## src/rtl/bitstream_separator.sv

```systemverilog
`default_nettype none
// ============================================================================
// Module   : bitstream_separator
// Purpose  : Captures a WIDTH-bit word at the start of every frame and emits
//            it as N = WIDTH/DWIDTH consecutive DWIDTH-bit chunks, one per
//            clock, either most- or least-significant chunk first.
//            Frames run back-to-back with no handshake and no idle cycles.
// Options  : `define BITSTREAM_SEPARATOR_DONE_EN to add the registered
//            one-cycle 'done' last-chunk flag.
// Revision : 1.0 - initial release
// ============================================================================
module bitstream_separator #(
    parameter int WIDTH     = 32,
    parameter int DWIDTH    = 8,
    parameter int MSB_FIRST = 1
) (
    input  logic              clk,
    input  logic              nrst,
    input  logic [WIDTH-1:0]  data_serial,
    output logic [DWIDTH-1:0] bitstream
`ifdef BITSTREAM_SEPARATOR_DONE_EN
    ,
    output logic              done
`endif
);

    // Chunks per frame and the counter width needed to index them.
    localparam int c_n     = WIDTH / DWIDTH;
    localparam int c_cnt_w = (c_n > 1) ? $clog2(c_n) : 1;

    localparam logic [c_cnt_w-1:0] c_cnt_last = c_cnt_w'(c_n - 1);

    logic [WIDTH-1:0]   word_q, word_d;
    logic [c_cnt_w-1:0] cnt_q, cnt_d;
    logic [DWIDTH-1:0]  bitstream_q, bitstream_d;

    // Chunk view of the captured word, ordered in emission order.
    logic [DWIDTH-1:0]  w_word_chunk [c_n];
    // First chunk of the live input, used on the frame-start edge so the
    // output does not wait a cycle for the word register to load.
    logic [DWIDTH-1:0]  w_in_chunk0;
    logic               w_frame_start;

    generate
        for (genvar gi = 0; gi < c_n; gi++) begin : g_chunk
            if (MSB_FIRST != 0) begin : g_msb
                assign w_word_chunk[gi] = word_q[WIDTH-1-gi*DWIDTH -: DWIDTH];
            end else begin : g_lsb
                assign w_word_chunk[gi] = word_q[gi*DWIDTH +: DWIDTH];
            end
        end

        if (MSB_FIRST != 0) begin : g_in_msb
            assign w_in_chunk0 = data_serial[WIDTH-1 -: DWIDTH];
        end else begin : g_in_lsb
            assign w_in_chunk0 = data_serial[DWIDTH-1:0];
        end
    endgenerate

    assign w_frame_start = (cnt_q == '0);

    // Next-state: capture on frame start, otherwise hold the word and step
    // through its chunks, wrapping the counter after the last one.
    always_comb begin
        word_d      = word_q;
        cnt_d       = cnt_q;
        bitstream_d = bitstream_q;

        if (w_frame_start) begin
            word_d      = data_serial;
            bitstream_d = w_in_chunk0;
        end else begin
            bitstream_d = w_word_chunk[cnt_q];
        end

        if (cnt_q == c_cnt_last) begin
            cnt_d = '0;
        end else begin
            cnt_d = cnt_q + c_cnt_w'(1);
        end
    end

    // State registers, cleared asynchronously so reset is visible at once.
    always_ff @(posedge clk or negedge nrst) begin
        if (!nrst) begin
            word_q      <= '0;
            cnt_q       <= '0;
            bitstream_q <= '0;
        end else begin
            word_q      <= word_d;
            cnt_q       <= cnt_d;
            bitstream_q <= bitstream_d;
        end
    end

    assign bitstream = bitstream_q;

`ifdef BITSTREAM_SEPARATOR_DONE_EN
    logic done_q, done_d;

    // Flag goes high together with the last chunk of the frame.
    always_comb begin
        done_d = (cnt_q == c_cnt_last);
    end

    // Last-chunk flag register.
    always_ff @(posedge clk or negedge nrst) begin
        if (!nrst) begin
            done_q <= 1'b0;
        end else begin
            done_q <= done_d;
        end
    end

    assign done = done_q;
`endif

endmodule
`default_nettype wire

```

## config.mk

```make
export PLATFORM = sky130hd
export DESIGN_NAME = bitstream_separator
export DESIGN_NICKNAME = d
export VERILOG_FILES = /design/src/rtl/bitstream_separator.sv
export SDC_FILE = /design/constraint.sdc
export NUM_CORES = 1
export LEC_CHECK = 0
export BUFFER_PORTS_ARGS = -buffer_cell sky130_fd_sc_hd__buf_4
export CORE_MARGIN = 1
export CORE_UTILIZATION = 35
export DETAILED_ROUTE_END_ITERATION = 8
export SYNTH_ARGS = -nofsm -noshare
export SYNTH_HDL_FRONTEND = slang
export SYNTH_SLANG_ARGS = --single-unit
export TNS_END_PERCENT = 1
```

## constraint.sdc

```tcl
create_clock -name clk -period 1.7 [get_ports clk]
set_clock_uncertainty 0.1 [all_clocks]
set_input_delay 0.085 -clock clk [delete_from_list [all_inputs] [get_ports clk]]
set_output_delay 0.085 -clock clk [all_outputs]
set_load 0.02 [all_outputs]
```

**Yosys cells after proc, flatten, opt, wreduce, memory -nomap -nowiden**

Cells that the tools add are included.
W data, S select, Z words.

- Div/mod/pow operators: 0
- Bitwise gates (word level): 1
- Order comparisons: 1
- Shifts and indexed selects: 0
- Reduce and logical (&&, ||, !) cells: 1
- Mux-type cells: 5
- Multipliers: 0
- Equal/unequal tests: 1
- Add/subtract/negate cells: 1

Operators with widths:

| cell | number |
|---|---|
| $mux W8 | 3 |
| $bmux W8 S2 | 1 |
| $ge A3 B3 Y1 const B | 1 |
| $not A2 Y3 | 1 |
| $add A2 B1 Y2 const B | 1 |
| $eq A2 B2 Y1 const B | 1 |
| $logic_not A2 Y1 | 1 |
| $mux W2 | 1 |

- Memories: 0
- Memory bits (writable): 0
- Logic and storage cells: 13
- Memory bits (read-only): 0
- Bits in latches: 0
- Input bits: 34
- Register bits: 42
- Output and inout port bits: 8

**Depth between registers and ports, before layout**

Gate-level depths: netlist of the first run.

- Word-level depth: 5
- Gate-level depth with buffers: 7
- Mapped depth without buffers: 4

**Worst setup path after synthesis of the first run**

OpenSTA, ideal clock, no wires.

- Kind: register -> register
- Start: register cnt_q[0]
- End: register word_q[20], in the netlist w_word_chunk[20]
- Stages on the path, launching flop included: 7
- Period minus slack after synthesis: 1669 ps
- Setup time: 125 ps
- Path slack: 31 ps
- Arrival: 1444 ps
- Cell sequence: dfrtp_1 -> buf_6 -> buf_12 -> inv_1 -> ha_1 -> buf_2 -> mux2_2

- Word-level cells in the longest chain between the ends: 1

Ends and longest elaborated chain:

| what | RTL line | RTL |
|---|---|---|
| from (decl) | 34 | `logic [c_cnt_w-1:0] cnt_q, cnt_d;` |
| from (signal assigned) | 91 | `cnt_q <= cnt_d;` |
| $logic_not A2 Y1 | 60 | `assign w_frame_start = (cnt_q == '0);` |
| to (signal assigned) | 90 | `word_q <= word_d;` |
| to (decl) | 33 | `logic [WIDTH-1:0] word_q, word_d;` |

No other way between the ends.
A chain may end at the register's enable or synchronous reset.

**Final worst setup path of the first run**

- Start: register cnt_q[1]
- End: register word_q[9], in the netlist w_word_chunk[9]

Same word-level chain as after synthesis.

==> run_results.csv, run 1 <==
group,metric,value,unit
outcome,status,"complete, no violations",
timing,finalHoldViolCount,0,
drt,drt-initial-drc-count,58,
final_layout,final_core_util,0.541,
worst_setup_path,timing.critical_path.required,1780,ps
timing,rsz0062_at_grt,"false",
timing,final.min_clock_period,1590,ps
pwr,p_sw_frac,0.193,
final_layout,multi_input_area,612,sq um
clock_network,cts_resized,0,
pwr,powerDensity,870,mW/mm^2
pwr,p_int,1.82,mW
timing,fmax,630,MHz
logic_synthesis,synth_area,0.00177,sq mm
global_routing,antenna_found_initial,0,
drt,drc,0,
final_layout,area_growth,46.5,%
placement,place_ws,126,ps
clock_network,root_buffer,"clkbuf_8",
global_routing,track_usage,0.151,
worst_setup_path,crit_end,"w_word_chunk[9]",
placement,portBuffers,41,
logic_synthesis,synth_cell_types,16,
pwr,clkPwrFrac,0.427,
timing,max_slew_margin,0.652,
logic_synthesis,syn_nets,165,
timing,finalCritPeriodShare,0.934,
logic_synthesis,seq_area_frac_synth,0.595,
worst_setup_path,r2r_end,"w_word_chunk[9]",
die,dieArea,0.00534,sq mm
pwr,cellLeakagePower,1.26,nW
timing,fin_setup_tns,0,ps
die,die_w,73.0,um
clock_network,cts_buffer_depth,2,
die,io_pins,42,
drt,drt-pass1-iter-count,4,
worst_setup_path,end_kind,"flip-flop",
timing,slew_viol_final,0,
die,die_h,73.0,um
placement,hpwl,2340,um
global_routing,grt_pass1_wl,5930,um
global_routing,gr-total-overflow,0,
worst_setup_path,arrival,1660,ps
final_layout,final_common_cell,"buf_4",
drt,via_per_inst,4.54,
clock_network,insertion_delay,290,ps
drt,via_count,1240,
worst_setup_path,critPathMaxFanout,26,
worst_hold_path,holdCritPathClass,"primary input to async pin",
placement,place_congestion,0.769,
die,core,0.00479,sq mm
clock_network,clk_pin_slew,80,ps
clock_network,cts_max_level,2,
worst_setup_path,worstReg2RegStart,"cnt_q[1]",
pwr,p_comb_frac,0.098,
clock_network,post_cts_buffers,0,
timing,worst-slew-pin-transition,523,ps
final_layout,register_area,0.00105,sq mm
clock_network,cts_tree,"built",
worst_setup_path,critical_path.startpoint,"cnt_q[1]",
pwr,p_switching,0.434,mW
timing,setup_viol,0,
final_layout,final_cell_mix,"buf_4, dfrtp_1, dlygate4sd3_1",
logic_synthesis,syn_avg_cell_area,13.7,sq um
final_layout,n_antenna_cell,0,
drt,avgRoutedWirePerCell,12.9,um
worst_setup_path,rr_worst_depth,4,
logic_synthesis,yosysWarnings,0,
timing,layout_setup_ws,111,ps
final_layout,fill_cells,398,
clock_network,cts_sinks,42,
global_routing,grt_max_degree,43,
worst_setup_path,r2r_slack,110,ps
pwr,ir_worst_vdd,0.559,mV
worst_setup_path,cp-start-kind,"flip-flop",
pwr,p_seq_frac,0.475,
run,maxCapViolCount,0,
die,start_util,0.369,
final_layout,nets,241,
final_layout,drive_gt1_frac,0.369,
worst_setup_path,path_class,"flip-flop to flip-flop",
global_routing,grt_pass1_vias,1319,
clock_network,cts_buffers,5,
die,rows,25,
logic_synthesis,synth_seq_cells,42,
drt,routed_wl,3510,um
logic_synthesis,syn_inst,129,
drt,ant_nets,0,
[per-layer routing]
| metal | wire, um | global-route usage | vias up |
|---|---|---|---|
| met2 | 1770 | 0.251 | 25 |
| met5 | 0 | 0 | - |
| met3 | 136 | 0.0401 | 6 |
| met1 | 1550 | 0.185 | 613 |
| li1 | - | - | 596 |
| met4 | 59 | 0.0654 | 0 |
[through the flow]
step	total power [mW]	std cells	hold WS (ps)	cell area, sq um
after CTS	2.28	273	217	2590
after floorplan	1.14	129	-311	1770
after detailed placement	1.25	232	0.989	2110
after global routing	2.35	273	260	2590
after global placement	1.25	232	-9.77	2110
final	2.25	273	203	2590
[timing repair]
item                                    CTS  global route
endpoints found under the setup margin    0             0
hold buffers                             33             0
hold endpoints to repair                 82             0
[synth_stat cells]
cell / instances / share of area
or2_0: 1 / 0.0035
dfrtp_1: 42 / 0.59
ha_1: 2 / 0.014
clkbuf_2: 1 / 0.0028
nand2_1: 8 / 0.017
o221ai_1: 8 / 0.040
inv_1: 10 / 0.021
buf_12: 1 / 0.011
nor2_1: 1 / 0.0021
nand2b_1: 1 / 0.0035
buf_6: 1 / 0.0064
buf_4: 2 / 0.0085
buf_2: 3 / 0.0085
mux2i_1: 16 / 0.091
o21ai_0: 8 / 0.023
mux2_2: 24 / 0.15
[sequential cells by signal (all words and copies together) (netlist names)]
register	cells
w_word_chunk	32
bitstream	8
cnt_q	2
[worst min path at each step]
stage / start / to / slack, ps / depth (start not counted)
final: nrst / w_word_chunk[27] / 200 / 2
after global routing: nrst / w_word_chunk[27] / 260 / 2
after CTS: nrst / w_word_chunk[30] / 220 / 2
after detailed placement: nrst / w_word_chunk[11] / 1 / 1
after global placement: nrst / w_word_chunk[11] / -10 / 1
after floorplan: nrst / bitstream[0] / -310 / 0
[area by class of cell]
cell class | count | area share
clock inverter | 2 | 0.0232
multi-input combinational | 69 | 0.236
tap | 67 | 0.0324
clock buffer | 6 | 0.0319
timing repair buffer | 77 | 0.255
inverter | 10 | 0.0145
sequential | 42 | 0.406
[kinds of logic (layout without fill, tap and decap cells)]
family / count (synthesis) / count (layout) / synth area share
buffers and inverters: 18 / 95 / 0.0588
AND/OR/NAND/NOR: 11 / 11 / 0.0262
multiplexers: 40 / 40 / 0.244
flip-flops: 42 / 42 / 0.595
AO/OA/AOI/OAI: 16 / 16 / 0.0623
adder cells (fa/ha/maj): 2 / 2 / 0.0142
[power groups by stage]
| stage | Clock (mW) | Combinational, mW | Sequential, mW |
|---|---|---|---|
| floorplan | 0 | 0.0490 | 1.10 |
| finish | 0.961 | 0.221 | 1.07 |
| detailed placement | 0 | 0.164 | 1.09 |
| global route | 1.03 | 0.243 | 1.08 |
| CTS | 0.982 | 0.225 | 1.07 |
| global placement | 0 | 0.159 | 1.09 |
[critical path, cell delays in order (launching register included)]
cell,delay [ps]
dfrtp_1,410
inv_1,70
ha_1,180
buf_4,320
mux2_2,380
No activity file was read; power rests on OpenSTA's default activity.
==> run 2: changes to the inputs <==
Settings changed: ABC_AREA from default to 1.
==> run 2 against run 1 <==
  * Core utilization shrank 3.8 points
  * Flip-flop and latch count is the same
  * Count of clock-buffer cells in the layout is the same
  * Largest cell class unchanged
  * Register-to-register slack gained 140 ps
  * Critical endpoint is now bitstream[0]
  * Synthesized cell count grew 71%
  * Synthesized area grew 12%
  * Power shrank 6.5%
==> run_results.csv, run 2 <==
group,metric,value,unit
worst_setup_path,slowest_stage,"dfrtp_1",
logic_synthesis,synth_common_cells,"nand2_1, dfrtp_1, nand3_2",
timing,fin_setup_tns,0,ps
worst_setup_path,arrival,1530,ps
final_layout,n_antenna_cell,0,
worst_setup_path,timing.critical_path.required,1780,ps
worst_setup_path,slowest_delay,420,ps
die,dieArea,0.00596,sq mm
worst_hold_path,holdCritPathClass,"primary input to async pin",
global_routing,grt_max_degree,43,
global_routing,grt_pass1_vias,1642,
worst_setup_path,critPathMaxFanout,40,
clock_network,cts_tree,"built",
timing,finalHoldViolCount,0,
die,die_w,77.2,um
clock_network,cts_buffer_depth,2,
drt,avgRoutedWirePerCell,11.2,um
placement,portBuffers,41,
timing,fmax,690,MHz
die,die_h,77.2,um
logic_synthesis,synth_flop_cell,"dfrtp_1",
clock_network,cts_resized,0,
worst_setup_path,worst-path-buf-inv,2,
die,rows,27,
final_layout,area_growth,39.2,%
timing,worst-slew-pin-transition,516,ps
drt,drt-initial-drc-count,96,
final_layout,drive_gt1_frac,0.287,
final_layout,final_common_cell,"nand2_1",
global_routing,antenna_found_initial,0,
timing,setup_viol,0,
logic_synthesis,yosysWarnings,0,
drt,drt-pass1-iter-count,4,
logic_synthesis,async_reset_ff_frac,1.00,
clock_network,cts_max_level,2,
logic_synthesis,seq_area_frac_synth,0.531,
logic_synthesis,synth_cell_types,14,
worst_setup_path,end_kind,"flip-flop",
drt,via_count,1607,
worst_setup_path,cp-start-kind,"flip-flop",
clock_network,insertion_delay,300,ps
logic_synthesis,netlist.area_leader.share,0.531,
logic_synthesis,syn_nets,256,
global_routing,track_usage,0.163,
pwr,ir_worst_vdd,0.406,mV
timing,finalCritPeriodShare,0.852,
timing,max_slew_margin,0.656,
logic_synthesis,yosysMostFrequentCell,"nand2_1",
logic_synthesis,syn_inst,220,
die,start_util,0.361,
drt,ant_nets,0,
pwr,powerDensity,764,mW/mm^2
worst_setup_path,rr_worst_depth,5,
logic_synthesis,yosys-top-cells-area,"dfrtp_1, nand2_1, nand3_2",
placement,hpwl,2800,um
placement,place_congestion,0.717,
logic_synthesis,synth_seq_cells,42,
final_layout,final_cell_mix,"nand2_1, buf_4, dfrtp_1",
timing,final.min_clock_period,1450,ps
logic_synthesis,synth-edff-count,0,
worst_setup_path,path_cells,"inv_6 -> ha_1 -> inv_8 -> nand3_2 -> nand2_1",
die,io_pins,42,
run,maxCapViolCount,0,
global_routing,gr-total-overflow,0,
timing,slew_viol_final,0,
clock_network,clk_pin_slew,80,ps
logic_synthesis,synth_top_area_cell,"dfrtp_1",
worst_setup_path,r2r_end,"bitstream[0]",
timing,rsz0062_at_grt,"false",
worst_setup_path,critPathTopFamily,"flip-flops",
drt,drc,0,
worst_setup_path,worstReg2RegStart,"cnt_q[1]",
logic_synthesis,synth_area,0.00198,sq mm
global_routing,grt_pass1_wl,7480,um
drt,routed_wl,4130,um
logic_synthesis,syn_avg_cell_area,8.99,sq um
drt,via_per_inst,4.37,
pwr,cellLeakagePower,1.45,nW
final_layout,nets,332,
pwr,total_power,2.10,mW
clock_network,cts_buffers,5,
worst_setup_path,r2r_slack,250,ps
clock_network,root_buffer,"clkbuf_8",
final_layout,largest_reg_flops,32,
clock_network,cts_sinks,42,
outcome,status,"complete, no violations",
worst_setup_path,path_class,"flip-flop to flip-flop",
die,core,0.00547,sq mm
## run 2: cell types whose count changed in the layout (fill, tap and decap cells not counted), moves of 10 or more
cell     previous run  this run
nand2_1             8       126
mux2_2             24         0
nand3_2             0        17
mux2i_1            16         0
inv_1              10         0
## run 2: metal layers
metal | track usage | vias to the layer above | share of wire
met3 | 0.0369 | 7 | 0.040
met1 | 0.223 | 743 | 0.49
met5 | 0 | - | 0
met4 | 0.0792 | 0 | 0.022
li1 | - | 826 | -
met2 | 0.242 | 31 | 0.45
## run 2: worst max-delay path by stage
stage | depth (start not counted) | to | startpoint
floorplan | 8 | bitstream[0] | cnt_q[0]
global placement | 5 | bitstream[5] | cnt_q[1]
detailed placement | 5 | bitstream[5] | cnt_q[1]
CTS | 5 | bitstream[0] | cnt_q[1]
global route | 5 | bitstream[0] | cnt_q[1]
finish | 5 | bitstream[0] | cnt_q[1]
## run 2: cell families after synthesis
group                      Yosys count  synth area share
buffers and inverters               15            0.0746
adders and majority gates            2            0.0126
and+or+nand+nor                    161             0.381
DFF                                 42             0.531
## run 2: cell type report
| type | count | area [sq um] |
|---|---|---|
| Sequential cell | 42 | 1050 |
| Fill cell | 550 | 2720 |
| Clock buffer | 6 | 82.6 |
| Multi-Input combinational cell | 163 | 779 |
| Tap cell | 72 | 90.1 |
| Clock inverter | 1 | 30.0 |
| Inverter | 3 | 28.8 |
| Timing Repair Buffer | 81 | 691 |
## run 2: power by group
| group | internal, mW | total (mW) | switching, mW | leakage (nW) |
|---|---|---|---|---|
| Combinational | 0.138 | 0.229 | 0.0906 | 0.906 |
| Sequential | 1.05 | 1.07 | 0.0270 | 0.490 |
| Clock | 0.470 | 0.802 | 0.332 | 0.0573 |
## run 2: what timing repair did
| item | in CTS | in global routing |
|---|---|---|
| setup buffers | 0 | 0 |
| endpoints found under the hold margin | 82 | 0 |
| hold buffers | 33 | 0 |
## run 2: metrics by stage
step                      setup slack [ps]   util  std cells  hold slack, ps  instance area, sq um
final                                  251  0.503        368             212                  2750
after global routing                   113  0.503        368             260                  2750
after CTS                              229  0.503        368             225                  2750
after detailed placement               249  0.422        328            2.02                  2310
after global placement                 271  0.422        328           0.513                  2310
after floorplan                        216      -        220            -311                  1980
==> run 3: changes to the inputs <==
Settings changed: RECOVER_POWER from default to 50, SLEW_MARGIN from default to 20.
Clock period 1.7 ns to 1.24 ns, I/O delays scaled along.
==> run 3 against run 2 <==
  * Die area did not move
  * Sequential share of layout area fell by 2.7 points
  * Final area rose by 7.7%
  * Worst setup slack got worse by 270 ps
  * Critical path type unchanged
  * Register-to-register slack got worse by 270 ps
  * The flow now finishes with violations (setup timing)
  * Critical path depth rose by 1
  * Non-clock buffer count rose by 7
  * Flip-flop and latch count did not move
  * Routed wire length rose by 8.8%
  * Critical endpoint is now bitstream[4]
  * Power rose by 25%
  * Count of clock-buffer cells in the layout did not move
==> run_results.csv, run 3 (synthesis results as in run 2) <==
group,metric,value,unit
die,rows,27,
timing,hold-worst-slack,241,ps
pwr,powerDensity,890,mW/mm^2
timing,layout_setup_ws,-18.2,ps
clock_network,cts_buffers,5,
final_layout,drive_gt1_frac,0.377,
worst_setup_path,cp-start-kind,"flip-flop",
global_routing,gr-total-overflow,0,
global_routing,grt_pass1_wl,7120,um
final_layout,final_cell_mix,"nand2_1, buf_4, dfrtp_1",
run,maxCapViolCount,0,
clock_network,cts_tree,"built",
timing,fmax,795,MHz
global_routing,grt_pass1_vias,1661,
worst_setup_path,critical_path.startpoint,"cnt_q[1]",
die,start_util,0.361,
worst_setup_path,r2r_slack,-20,ps
final_layout,largest_reg_flops,32,
die,io_pins,42,
pwr,cellLeakagePower,1.56,nW
timing,final.min_clock_period,1260,ps
worst_setup_path,rr_worst_depth,6,
drt,ant_nets,0,
worst_setup_path,timing.critical_path.required,1310,ps
drt,routed_wl,4500,um
clock_network,clk_pin_slew,70,ps
die,dieArea,0.00596,sq mm
timing,rsz0062_at_grt,"true",
drt,drt-pass1-iter-count,4,
timing,setup_viol,5,
clock_network,root_buffer,"clkbuf_8",
pwr,ir_worst_vdd,0.527,mV
clock_network,insertion_delay,280,ps
clock_network,cts_buffer_depth,2,
global_routing,antenna_found_initial,0,
timing,worst-slew-pin-transition,577,ps
die,core,0.00547,sq mm
timing,finalHoldViolCount,0,
drt,via_count,1637,
die,die_h,77.2,um
worst_setup_path,path_class,"flip-flop to flip-flop",
final_layout,multi_input_area,870,sq um
drt,drc,0,
timing,fin_setup_tns,-31.1,ps
clock_network,cts_max_level,2,
final_layout,area_growth,49.9,%
worst_setup_path,critPathMaxFanout,6,
placement,dpl_cell_area,0.00234,sq mm
placement,portBuffers,41,
final_layout,final_common_cell,"nand2_1",
final_layout,stdcell_area,0.00297,sq mm
outcome,status,"finished with violations",
drt,drt-initial-drc-count,65,
final_layout,final_core_util,0.542,
worst_setup_path,worstReg2RegStart,"cnt_q[1]",
final_layout,fill_cells,522,
placement,hpwl,2730,um
drt,via_per_inst,4.34,
worst_setup_path,end_kind,"flip-flop",
outcome,violations,"setup timing",
global_routing,grt_max_degree,43,
worst_setup_path,arrival,1330,ps
die,die_w,77.2,um
timing,max_slew_margin,0.615,
worst_setup_path,r2r_end,"bitstream[4]",
final_layout,nets,342,
final_layout,register_area,0.00105,sq mm
worst_hold_path,holdCritPathClass,"primary input to async pin",
placement,place_congestion,0.748,
timing,slew_viol_final,0,
global_routing,track_usage,0.152,
drt,avgRoutedWirePerCell,11.9,um
final_layout,n_antenna_cell,0,
clock_network,cts_sinks,42,
timing,finalCritPeriodShare,1.01,
run 3: cell types whose count changed in the layout (fill, tap and decap cells not counted), sizes merged:
cell | previous run | this run
bufinv | 1 | 0
clkinv | 0 | 1
clkbuf | 6 | 8
buf | 48 | 53
inv | 3 | 5
run 3: worst max path at each step:
| stage | depth (start not counted) | end | slack, ps |
|---|---|---|---|
| floorplan | 8 | bitstream[0] | -180 |
| global placement | 5 | bitstream[4] | 80 |
| detailed placement | 5 | bitstream[4] | 60 |
| CTS | 5 | bitstream[4] | 40 |
| global route | 6 | bitstream[4] | -40 |
| finish | 6 | bitstream[4] | -20 |
run 3: per-stage QoR:
stage	setup WS (ps)	power, mW	cells
after floorplan	-179	1.59	220
final	-18.2	2.64	377
after global placement	79.6	1.73	329
after global routing	-44.5	2.76	377
after detailed placement	62.8	1.74	329
after CTS	40.9	2.66	368
run 3: worst max-delay path, stage by stage, from the launching register on:
cell	delay, ps
dfrtp_1	420
inv_6	40
ha_4	180
buf_12	140
buf_8	130
nand2_2	60
nand2_1	70
run 3: metal layers:
layer,vias to the layer above,wire length (um),global-route usage
met5,-,0,0
met4,0,41,0.0623
met3,2,166,0.0286
met2,37,2220,0.262
met1,753,2070,0.185
li1,845,-,-
run 3: repair_timing:
item	4_1_cts	5_1_grt
hold buffers	33	0
buffers inserted	0	5
resized for setup	0	34
endpoints found under the hold margin	82	0
endpoints found under the setup margin	0	37
run 3: layout make-up:
type	instances	area share
tap	72	0.0304
clock buffer	6	0.0278
timing repair inverter	3	0.00970
multi-input combinational	163	0.293
timing repair buffer	88	0.273
inverter	3	0.0114
sequential	42	0.355
run 3: power breakdown:
part	internal (mW)	leakage, nW	switching, mW
clock network	0.429	0.0431	0.409
registers	1.44	0.490	0.0383
logic	0.195	1.03	0.132
total	2.06	1.56	0.579
